File: config.mk
export PLATFORM = sky130hd
export DESIGN_NAME = mitm_rule_engine
export DESIGN_NICKNAME = d
export VERILOG_FILES = /design/src/rtl/mitm_pkg.sv /design/src/rtl/mitm_rule_table.sv /design/src/rtl/mitm_rule_engine.sv
export SDC_FILE = /design/constraint.sdc
export NUM_CORES = 1
export LEC_CHECK = 0
export BUFFER_PORTS_ARGS = -buffer_cell sky130_fd_sc_hd__buf_2
export CAP_MARGIN = 20
export CORE_ASPECT_RATIO = 2
export CORE_UTILIZATION = 45
export CTS_CLUSTER_SIZE = 25
export DETAILED_ROUTE_END_ITERATION = 6
export GPL_TIMING_DRIVEN = 0
export SLEW_MARGIN = 30
export SYNTH_ARGS = -nofsm -noshare
export SYNTH_HDL_FRONTEND = slang
export SYNTH_SLANG_ARGS = --single-unit
File: constraint.sdc
create_clock -name sys_clk -period 8.95 [get_ports sys_clk]
set_input_delay 1.3425 -clock sys_clk [delete_from_list [all_inputs] [get_ports sys_clk]]
set_output_delay 1.3425 -clock sys_clk [all_outputs]
set_load 0.01 [all_outputs]
File: src/rtl/mitm_pkg.sv
// mitm_pkg: shared FSM encoding, rule flag bit positions and rule record width
// Holds the FSM state encoding, the cfg_flags bit positions and the rule record width.
package mitm_pkg;
  typedef enum logic [1:0] {IDLE, SCAN, DONE} state_t;
  localparam int FLAG_EN         = 0;
  localparam int FLAG_REPL_MISO  = 1;
  localparam int FLAG_REPL_MOSI  = 2;
  localparam int FLAG_MATCH_MISO = 3;
  localparam int FLAG_IDX_QUAL   = 4;
  localparam int FLAG_W          = 5;
  // A rule record is {match, mask, repl_miso, repl_mosi, index, flags}.
  function automatic int rule_w(input int dw, input int iw);
    return 4 * dw + iw + FLAG_W;
  endfunction
endpackage

File: src/rtl/mitm_rule_table.sv
// mitm_rule_table: rule register file, synchronous write and combinational read
// Ports:
//   sys_clk, rst_n    clock and asynchronous active-low reset (clears every entry)
//   we, waddr, wdata  write strobe, entry index and record to store
//   raddr, rdata      read index and combinational record output
module mitm_rule_table #(
  parameter int NUM_RULES = 8,
  parameter int RULE_W    = 41
) (
  input  logic                         sys_clk,
  input  logic                         rst_n,
  input  logic                         we,
  input  logic [$clog2(NUM_RULES)-1:0] waddr,
  input  logic [RULE_W-1:0]            wdata,
  input  logic [$clog2(NUM_RULES)-1:0] raddr,
  output logic [RULE_W-1:0]            rdata
);
  logic [RULE_W-1:0] r_mem [NUM_RULES];
  always_ff @(posedge sys_clk or negedge rst_n)
    if (!rst_n) begin
      for (int i = 0; i < NUM_RULES; i++) r_mem[i] <= '0;
    end else if (we) begin
      r_mem[waddr] <= wdata;
    end
  assign rdata = r_mem[raddr];
endmodule

File: src/rtl/mitm_rule_engine.sv
// mitm_rule_engine: priority-ordered byte-rewrite stage for the MITM SPI datapath
// Ports:
//   sys_clk, rst_n                    clock, asynchronous active-low reset
//   frame_start                       clears the byte index (SS start)
//   eval, real_miso_data/mosi_data    evaluate request and captured bytes
//   cfg_*                             rule table write port
//   fake_*_data, fake_*_select        rewritten bytes and fake-line selects
//   data_valid, busy                  one-cycle result pulse, engine occupied
//   hit_count                         matched-byte counter, only with MITM_HIT_COUNTER_EN
module mitm_rule_engine
  import mitm_pkg::*;
#(
  parameter int DATA_SIZE = 8,
  parameter int NUM_RULES = 8,
  parameter int IDX_W     = 4
) (
  input  logic                         sys_clk,
  input  logic                         rst_n,
  input  logic                         frame_start,
  input  logic                         eval,
  input  logic [DATA_SIZE-1:0]         real_miso_data,
  input  logic [DATA_SIZE-1:0]         real_mosi_data,
  input  logic                         cfg_we,
  input  logic [$clog2(NUM_RULES)-1:0] cfg_addr,
  input  logic [DATA_SIZE-1:0]         cfg_match,
  input  logic [DATA_SIZE-1:0]         cfg_mask,
  input  logic [DATA_SIZE-1:0]         cfg_repl_miso,
  input  logic [DATA_SIZE-1:0]         cfg_repl_mosi,
  input  logic [IDX_W-1:0]             cfg_index,
  input  logic [FLAG_W-1:0]            cfg_flags,
  output logic [DATA_SIZE-1:0]         fake_miso_data,
  output logic [DATA_SIZE-1:0]         fake_mosi_data,
  output logic                         fake_miso_select,
  output logic                         fake_mosi_select,
  output logic                         data_valid,
  output logic                         busy
`ifdef MITM_HIT_COUNTER_EN
  ,
  output logic [15:0]                  hit_count
`endif
);
  localparam int AW = $clog2(NUM_RULES);
  localparam int RW = rule_w(DATA_SIZE, IDX_W);
  state_t                 r_state, w_next;
  logic [AW-1:0]          r_ptr;
  logic [DATA_SIZE-1:0]   r_miso, r_mosi;
  logic [IDX_W-1:0]       r_idx, r_idx_lat;
  logic                   r_fs_hold;
  logic [RW-1:0]          w_rule;
  logic [DATA_SIZE-1:0]   w_match, w_mask, w_rmiso, w_rmosi, w_sel;
  logic [IDX_W-1:0]       w_ridx;
  logic [FLAG_W-1:0]      w_flags;
  logic                   w_hit, w_last, w_scan_end;
  mitm_rule_table #(.NUM_RULES(NUM_RULES), .RULE_W(RW)) u_table (
    .sys_clk (sys_clk),
    .rst_n   (rst_n),
    .we      (cfg_we),
    .waddr   (cfg_addr),
    .wdata   ({cfg_match, cfg_mask, cfg_repl_miso, cfg_repl_mosi, cfg_index, cfg_flags}),
    .raddr   (r_ptr),
    .rdata   (w_rule)
  );
  assign {w_match, w_mask, w_rmiso, w_rmosi, w_ridx, w_flags} = w_rule;
  assign w_sel      = w_flags[FLAG_MATCH_MISO] ? r_miso : r_mosi;
  assign w_hit      = w_flags[FLAG_EN] && ((w_sel ^ w_match) & w_mask) == '0 &&
                      (!w_flags[FLAG_IDX_QUAL] || r_idx_lat == w_ridx);
  assign w_last     = r_ptr == AW'(NUM_RULES - 1);
  assign w_scan_end = r_state == SCAN && (w_hit || w_last);
  assign data_valid = r_state == DONE;
  assign busy       = r_state != IDLE;
  always_ff @(posedge sys_clk or negedge rst_n)
    if (!rst_n) r_state <= IDLE;
    else        r_state <= w_next;
  always_comb begin
    w_next = r_state;
    w_next = r_state == IDLE ? (eval ? SCAN : IDLE) :
             r_state == SCAN ? ((w_hit || w_last) ? DONE : SCAN) : IDLE;
  end
  always_ff @(posedge sys_clk or negedge rst_n)
    if (!rst_n) begin
      r_ptr            <= '0;
      r_miso           <= '0;
      r_mosi           <= '0;
      r_idx            <= '0;
      r_idx_lat        <= '0;
      r_fs_hold        <= 1'b0;
      fake_miso_data   <= '0;
      fake_mosi_data   <= '0;
      fake_miso_select <= 1'b0;
      fake_mosi_select <= 1'b0;
    end else begin
      if (r_state == IDLE && eval) begin
        r_miso    <= real_miso_data;
        r_mosi    <= real_mosi_data;
        r_idx_lat <= frame_start ? '0 : r_idx;
        r_ptr     <= '0;
      end
      if (r_state == SCAN) r_ptr <= r_ptr + 1'b1;
      if (w_scan_end) begin
        fake_miso_data   <= (w_hit && w_flags[FLAG_REPL_MISO]) ? w_rmiso : r_miso;
        fake_mosi_data   <= (w_hit && w_flags[FLAG_REPL_MOSI]) ? w_rmosi : r_mosi;
        fake_miso_select <= w_hit && w_flags[FLAG_REPL_MISO];
        fake_mosi_select <= w_hit && w_flags[FLAG_REPL_MOSI];
      end
      // A frame_start seen during SCAN must keep the index at 0 through DONE.
      if (frame_start) r_idx <= '0;
      else if (r_state == DONE && !r_fs_hold) r_idx <= (r_idx == '1) ? r_idx : r_idx + 1'b1;
      if (r_state == DONE) r_fs_hold <= 1'b0;
      else if (frame_start && r_state == SCAN) r_fs_hold <= 1'b1;
    end
`ifdef MITM_HIT_COUNTER_EN
  logic r_matched;
  always_ff @(posedge sys_clk or negedge rst_n)
    if (!rst_n) begin
      r_matched <= 1'b0;
      hit_count <= '0;
    end else begin
      if (w_scan_end) r_matched <= w_hit;
      if (r_state == DONE && r_matched && hit_count != 16'hFFFF) hit_count <= hit_count + 16'd1;
    end
`endif
endmodule

# Word level (Yosys, flattened, before mapping)

Cells that the tools add are included.

Output and inout port bits: 20
Bits in writable memories: 0
ROM bits: 0
Bits in registers: 376
Latch bits: 0
Memories kept: 0
Word-level logic and storage cells: 75

Magnitude comparators: 3
Eq/ne operators: 6
Shift-type cells: 0
$mul: 0
Mux-type cells: 21
Bitwise gates (word level): 4
Add/sub/neg operators: 2
Divide/modulo/power cells: 0
Reductions and logical operators: 20

Operator list:

| kind                                                                         | count |
|---|---|
| 328-bit bitwise mux                                                          | 1 |
| 41-bit binary-select mux with 3-bit select                                   | 1 |
| 41-bit demux with 3-bit select                                               | 1 |
| 41-bit two-way mux                                                           | 3 |
| 8-bit two-way mux                                                            | 3 |
| 4-bit two-way mux                                                            | 4 |
| 1-bit logical AND                                                            | 9 |
| 8-bit bitwise AND                                                            | 1 |
| 4-bit >= comparator, second input constant                                   | 2 |
| 8-bit logical NOT                                                            | 1 |
| 3-bit inverter with 4-bit output                                             | 2 |
| 2-bit nonzero test                                                           | 4 |
| 8-bit XOR                                                                    | 1 |
| 2-bit two-way mux                                                            | 3 |
| 3-bit two-way mux                                                            | 2 |
| 4-bit by 1-bit adder with 4-bit output, second input constant                | 1 |
| 4-bit equality test                                                          | 1 |
| 4-bit equality test, second input constant                                   | 1 |
| 4-bit by 1-bit less-than comparator with 1-bit output, second input constant | 1 |
| 3-bit by 1-bit adder with 3-bit output, second input constant                | 1 |
| 3-bit equality test, second input constant                                   | 1 |
| 1-bit two-way mux                                                            | 3 |
| 2-bit by 1-bit equality test with 1-bit output, second input constant        | 1 |
| 2-bit equality test, second input constant                                   | 1 |
| 5 further kinds                                                              | 7 |

# Logic depth before layout (Yosys ltp)

Depth in word-level cells: 14
Gate-level depth with buffers: 12
Mapped depth without buffers: 9

# Cells and area by module

A second synthesis with hierarchy kept.

Cell total of the unflattened synthesis: 1109
Area, all modules: 17394.2 sq um

Modules (own cells, without submodules):

| module           | cells each | times used | sequential area each (sq um) | area an instance (sq um) |
|---|---|---|---|---|
| mitm_rule_table  | 849        | 1          | 8207.9                       | 14986.9 |
| mitm_rule_engine | 260        | 1          | 1201.2                       | 2407.3 |

# Least setup slack after synthesis

Ideal clock, no wire load.

Path kind: register to register
Start: register r_ptr[0]
End: register fake_miso_select
Slack: 5.975 ns
Stages on the path, launching flop included: 11
Arrival: 2.854 ns
Data required time: 8.828 ns
Clock period less this slack: 2.975 ns
Setup time: 0.122 ns
Cell sequence: dfrtp_1 > buf_6 > buf_4 > buf_4 > mux4_2 > a221o_1 > a21bo_4 > o31a_1 > buf_6 > buf_6 > a32o_1

Word-level cells in the longest chain between the ends: 12

Ends and longest elaborated chain:

| what                                                   | line                    | source |
|---|---|---|
| start: declaration                                     | mitm_rule_engine.sv:45  | `logic [AW-1:0] r_ptr;` |
| start signal: assignment                               | mitm_rule_engine.sv:98  | `if (r_state == SCAN) r_ptr <= r_ptr + 1'b1;` |
| 3-bit inverter with 4-bit output (implied by the code) | mitm_rule_table.sv:25   | `assign rdata = r_mem[raddr];` |
| 41-bit binary-select mux with 3-bit select             | mitm_rule_table.sv:25   |  |
| 41-bit two-way mux (implied by the code) (2 in a row)  | mitm_rule_table.sv:25   |  |
| 8-bit two-way mux                                      | mitm_rule_engine.sv:64  | `assign w_sel = w_flags[FLAG_MATCH_MISO] ? r_miso : r_mosi;` |
| 8-bit XOR                                              | mitm_rule_engine.sv:65  | `assign w_hit = w_flags[FLAG_EN] && ((w_sel ^ w_match) & w_mask) == '0 &&` |
| 8-bit bitwise AND                                      | mitm_rule_engine.sv:65  |  |
| 8-bit logical NOT                                      | mitm_rule_engine.sv:65  |  |
| 1-bit logical AND (2 in a row)                         | mitm_rule_engine.sv:65  |  |
| 1-bit logical OR                                       | mitm_rule_engine.sv:68  | `assign w_scan_end = r_state == SCAN && (w_hit \|\| w_last);` |
| 1-bit logical AND                                      | mitm_rule_engine.sv:68  |  |
| end signal: assignment                                 | mitm_rule_engine.sv:102 | `fake_miso_select <= w_hit && w_flags[FLAG_REPL_MISO];` |
| end: declaration                                       | mitm_rule_engine.sv:33  | `output logic fake_miso_select,` |

Parallel ways exist; a longest one is shown, timed or not. The select of a mux whose other input is x is not followed.
A chain may end at the register's enable or synchronous reset.

# Worst setup path in the final report

Start: register r_ptr[1]
End: register fake_miso_data[6]

Word-level cells in the longest chain between the ends: 12

Ends and longest elaborated chain:

| what                                                          | line                                            | source |
|---|---|---|
| 3-bit inverter with 4-bit output (implied by the code)        | mitm_rule_table.sv:25                           |  |
| 41-bit binary-select mux with 3-bit select                    | mitm_rule_table.sv:25                           |  |
| 41-bit two-way mux (implied by the code) (2 in a row)         | mitm_rule_table.sv:25                           |  |
| 8-bit two-way mux                                             | mitm_rule_engine.sv:64                          |  |
| 8-bit XOR                                                     | mitm_rule_engine.sv:65                          |  |
| 8-bit bitwise AND                                             | mitm_rule_engine.sv:65                          |  |
| 8-bit logical NOT                                             | mitm_rule_engine.sv:65                          |  |
| 1-bit logical AND (2 in a row)                                | mitm_rule_engine.sv:65                          |  |
| 1-bit logical AND / 1-bit logical OR (equally long branches)  | mitm_rule_engine.sv:100, mitm_rule_engine.sv:68 |  |
| 8-bit two-way mux / 1-bit logical AND (equally long branches) | mitm_rule_engine.sv:100, mitm_rule_engine.sv:68 |  |
| end signal: assignment                                        | mitm_rule_engine.sv:100                         | `fake_miso_data <= (w_hit && w_flags[FLAG_REPL_MISO]) ? w_rmiso : r_miso;` |
| end: declaration                                              | mitm_rule_engine.sv:31                          | `output logic [DATA_SIZE-1:0] fake_miso_data,` |

Parallel ways exist; a longest one is shown, timed or not. The select of a mux whose other input is x is not followed.

==> out/results.ini <==
[outcome]
run_status=finished, final reports clean

[power]
power_density_nw_per_um2=316
p_leak_nw=8.30
irDropWorstVdd_v=0.000137

[place]
dp_cells=1712
io_buffers=81
gp_congestion=0.802
placed_area_um2=18200
pre_cts_ws_ns=4.80
dp.final_hpwl_mm=30.6

[sta]
finalCriticalPeriod_ns=4.12
finalMaxSlewViolations=0
tightest_slew_ns=0.996
fin_tns_setup_ns=0
timing.final.crit_share=0.460
fmax_ghz=0.243
fin_ws_ns=4.83
final-hold-violation-count=0
hold_ws_ns=0.485
rsz0062_at_grt=false
setup_viol=0
finClkSkew_ns=0.0153
slew-limit-headroom=0.336

[worst_setup_path]
start_kind=register
crit_slowest_cell=buf_1
startpoint=r_ptr[1]$_DFFE_PN0P_
cp_num_cells=10
cp_cell_sequence=buf_6, buf_2, buf_1, mux4_2, a31oi_1, nand4b_1, o31a_1, buf_6, buf_6, o31ai_1
max_stage_delay_ns=0.78
end_kind=register
arrival_ns=4.54
rr_worst_depth=10
r2r_start=r_ptr[1]$_DFFE_PN0P_
r2r_slack_ns=4.83
cp_num_buf_inv=5
crit_top_cell=buf_6
critPathMaxFanout=10
cp.required_ns=9.38
crit_family=buffers and inverters
r2r-end=fake_miso_data[6]$_DFFE_PN0P_
critPathKind=register to register
crit_end=fake_miso_data[6]$_DFFE_PN0P_

[global_route]
grt_util_all_layers=0.237
antenna_found_initial=1
grt_first_pass_wirelength_mm=68.5
grt_max_degree=90
grt_pass1_vias=11200
globalRouteOverflowTotal=0

[yosys]
synth_top_area_frac=0.550
synth_edf_count=0
synthesis.area_um2=17100
synth_fp_nets=1236
netlist_instances=1168
ys_seq_area_frac=0.550
synth.area.top_cells=dfrtp_1 (55%), mux2_2 (22%), mux4_2 (11%)
synth.distinct_cells=51
synth_area_per_cell_um2=14.7
yosysWarnings=0
synthFlopType=dfrtp_1
ys_ff_latch=376
async_reset_ff_frac=1.00
yosysTopAreaCell=dfrtp_1

[route]
dr.pass1.iters=4
vias=10200
drt-initial-drc-count=492
drc_errors=0
ant_nets=0
wl_per_cell_um=24.6
routed_via_density=5.78
wirelength_mm=43.5

[cts]
cts_resized=0
post-cts-setup-buffers=0
cts_buffers=35
postCtsHoldBufs=0
cts_tree=done
worstSkewPairLatency_ns=0.53
clk_pin_slew_ns=0.07
clock-sinks=376
root_buffer=clkbuf_16
cts_max_level=2
ctsLongestPathBuffers=3

[final_layout]
fin_nets=1358
diodes=0
fillers=3174
drive_above_1_share=0.437
postLayoutCellArea_um2=19300
final_cells=1767
areaGrowthSynthToFinish_pct=12.8

[floorplanning]
ios=85
die_area_um2=38900
start_util=0.459
core_area_um2=37300
fp.dieW_um=140
fp-row-count=100
die_h_um=278

[run]
cap_violations=0

[min_path]
holdPathStages=2
worstHoldPathType=register to register

layout make-up:
type	count	area (um2)	area share
Buffer	76	354	0.0183
Tap cell	459	574	0.0297
Inverter	4	15.0	0.000777
Clock inverter	6	61.3	0.00317
Clock buffer	49	1030	0.0534
Timing Repair Buffer	85	526	0.0272
Multi-Input combinational cell	712	7340	0.380
Sequential cell	376	9410	0.487
through the flow:
stage	util	power [mW]
detailed placement	0.489	4.68
global route	0.518	6.42
finish	0.518	6.11
CTS	0.518	6.17
global placement	0.485	4.63
floorplan	-	3.92
synth_stat cells (2+ instances only):
cell and number:
nand2b_1 2, nor3b_1 2, mux2i_1 17, mux4_2 80, buf_4 3, nor2_1 10
o31ai_1 17, o311ai_0 16, buf_6 6, nor3_1 18, and2_1 3, or3_1 2
and3_1 5, dfrtp_1 376, a21oi_1 18, a22o_1 2, nand2_1 122, nor2b_1 5
buf_2 7, nand3b_1 5, nand4_1 4, xor2_1 3, inv_1 4, a32o_1 2
nand4b_1 4, a221o_1 2, mux2i_2 4, buf_1 5, ha_1 3, xnor2_1 13
clkbuf_1 55, o21ai_0 5, nand3_1 2, mux2_2 328, a21o_1 2
where the power goes:
group | switching (mW) | internal (mW)
Clock | 0.645 | 0.830
Sequential | 0.248 | 2.10
Combinational | 1.23 | 1.06
Total | 2.12 | 3.99
layout by cell type (no fill, tap or decap), types with 3 or more instances in the layout:
| master | n |
|---|---|
| nor3_1 | 18 |
| inv_1 | 4 |
| mux2_2 | 328 |
| buf_16 | 4 |
| clkinv_2 | 3 |
| buf_4 | 3 |
| buf_1 | 4 |
| and2_1 | 3 |
| buf_6 | 6 |
| xor2_1 | 3 |
| ha_1 | 3 |
| clkbuf_16 | 37 |
| buf_2 | 87 |
| mux2i_2 | 4 |
| nor2b_1 | 5 |
| and3_1 | 5 |
| nor2_1 | 10 |
| clkbuf_1 | 59 |
| nand4b_1 | 4 |
| mux2i_1 | 17 |
| nand4_1 | 4 |
| xnor2_1 | 13 |
| a21oi_1 | 18 |
| dfrtp_1 | 376 |
| o31ai_1 | 17 |
| mux4_2 | 80 |
| o21ai_0 | 5 |
| o311ai_0 | 16 |
| clkbuf_2 | 3 |
| clkbuf_8 | 6 |
| nand3b_1 | 5 |
| nand2_1 | 122 |
worst min-delay path: stages, from the launching register on:
cell     delay, ns
dfrtp_1       0.35
nand2_1       0.05
nand2_1       0.05
per-layer routing:
layer  track usage  routed length (um)
met3        0.0309                1450
met4        0.0834                1360
met5             0                  14
met1         0.280               16900
met2         0.435               23800
flip-flops by register name, indices dropped and copies added, names as in the netlist:
register / count
u_table.r_mem: 328
r_idx: 4
r_ptr: 3
fake_mosi_data: 8
r_fs_hold: 1
fake_mosi_select: 1
r_state: 2
fake_miso_select: 1
fake_miso_data: 8
r_idx_lat: 4
r_mosi: 8
r_miso: 8
worst min-delay path by stage:
stage	start	to	slack, ns
6_report	r_idx_lat[2]$_DFFE_PN0P_	r_idx_lat[2]$_DFFE_PN0P_	0.49
5_1_grt	r_idx_lat[2]$_DFFE_PN0P_	r_idx_lat[2]$_DFFE_PN0P_	0.51
4_1_cts	r_idx_lat[1]$_DFFE_PN0P_	r_idx_lat[1]$_DFFE_PN0P_	0.49
3_5_place_dp	r_idx_lat[1]$_DFFE_PN0P_	r_idx_lat[1]$_DFFE_PN0P_	0.48
3_3_place_gp	r_idx_lat[1]$_DFFE_PN0P_	r_idx_lat[1]$_DFFE_PN0P_	0.47
2_1_floorplan	r_idx_lat[0]$_DFFE_PN0P_	r_idx_lat[0]$_DFFE_PN0P_	0.46
logic make-up (layout without fill, tap and decap cells):
group,Yosys count,count (layout),synth area share
AOI/OAI and AO/OA,77,77,0.0346
xor gates and xnor gates,16,16,0.00819
adders and majority gates,3,3,0.00219
buffers and inverters,80,220,0.0213
DFF,376,376,0.550
muxes,430,430,0.335
and+or+nand+nor,186,186,0.0488
(Power assumes the default switching activity.)
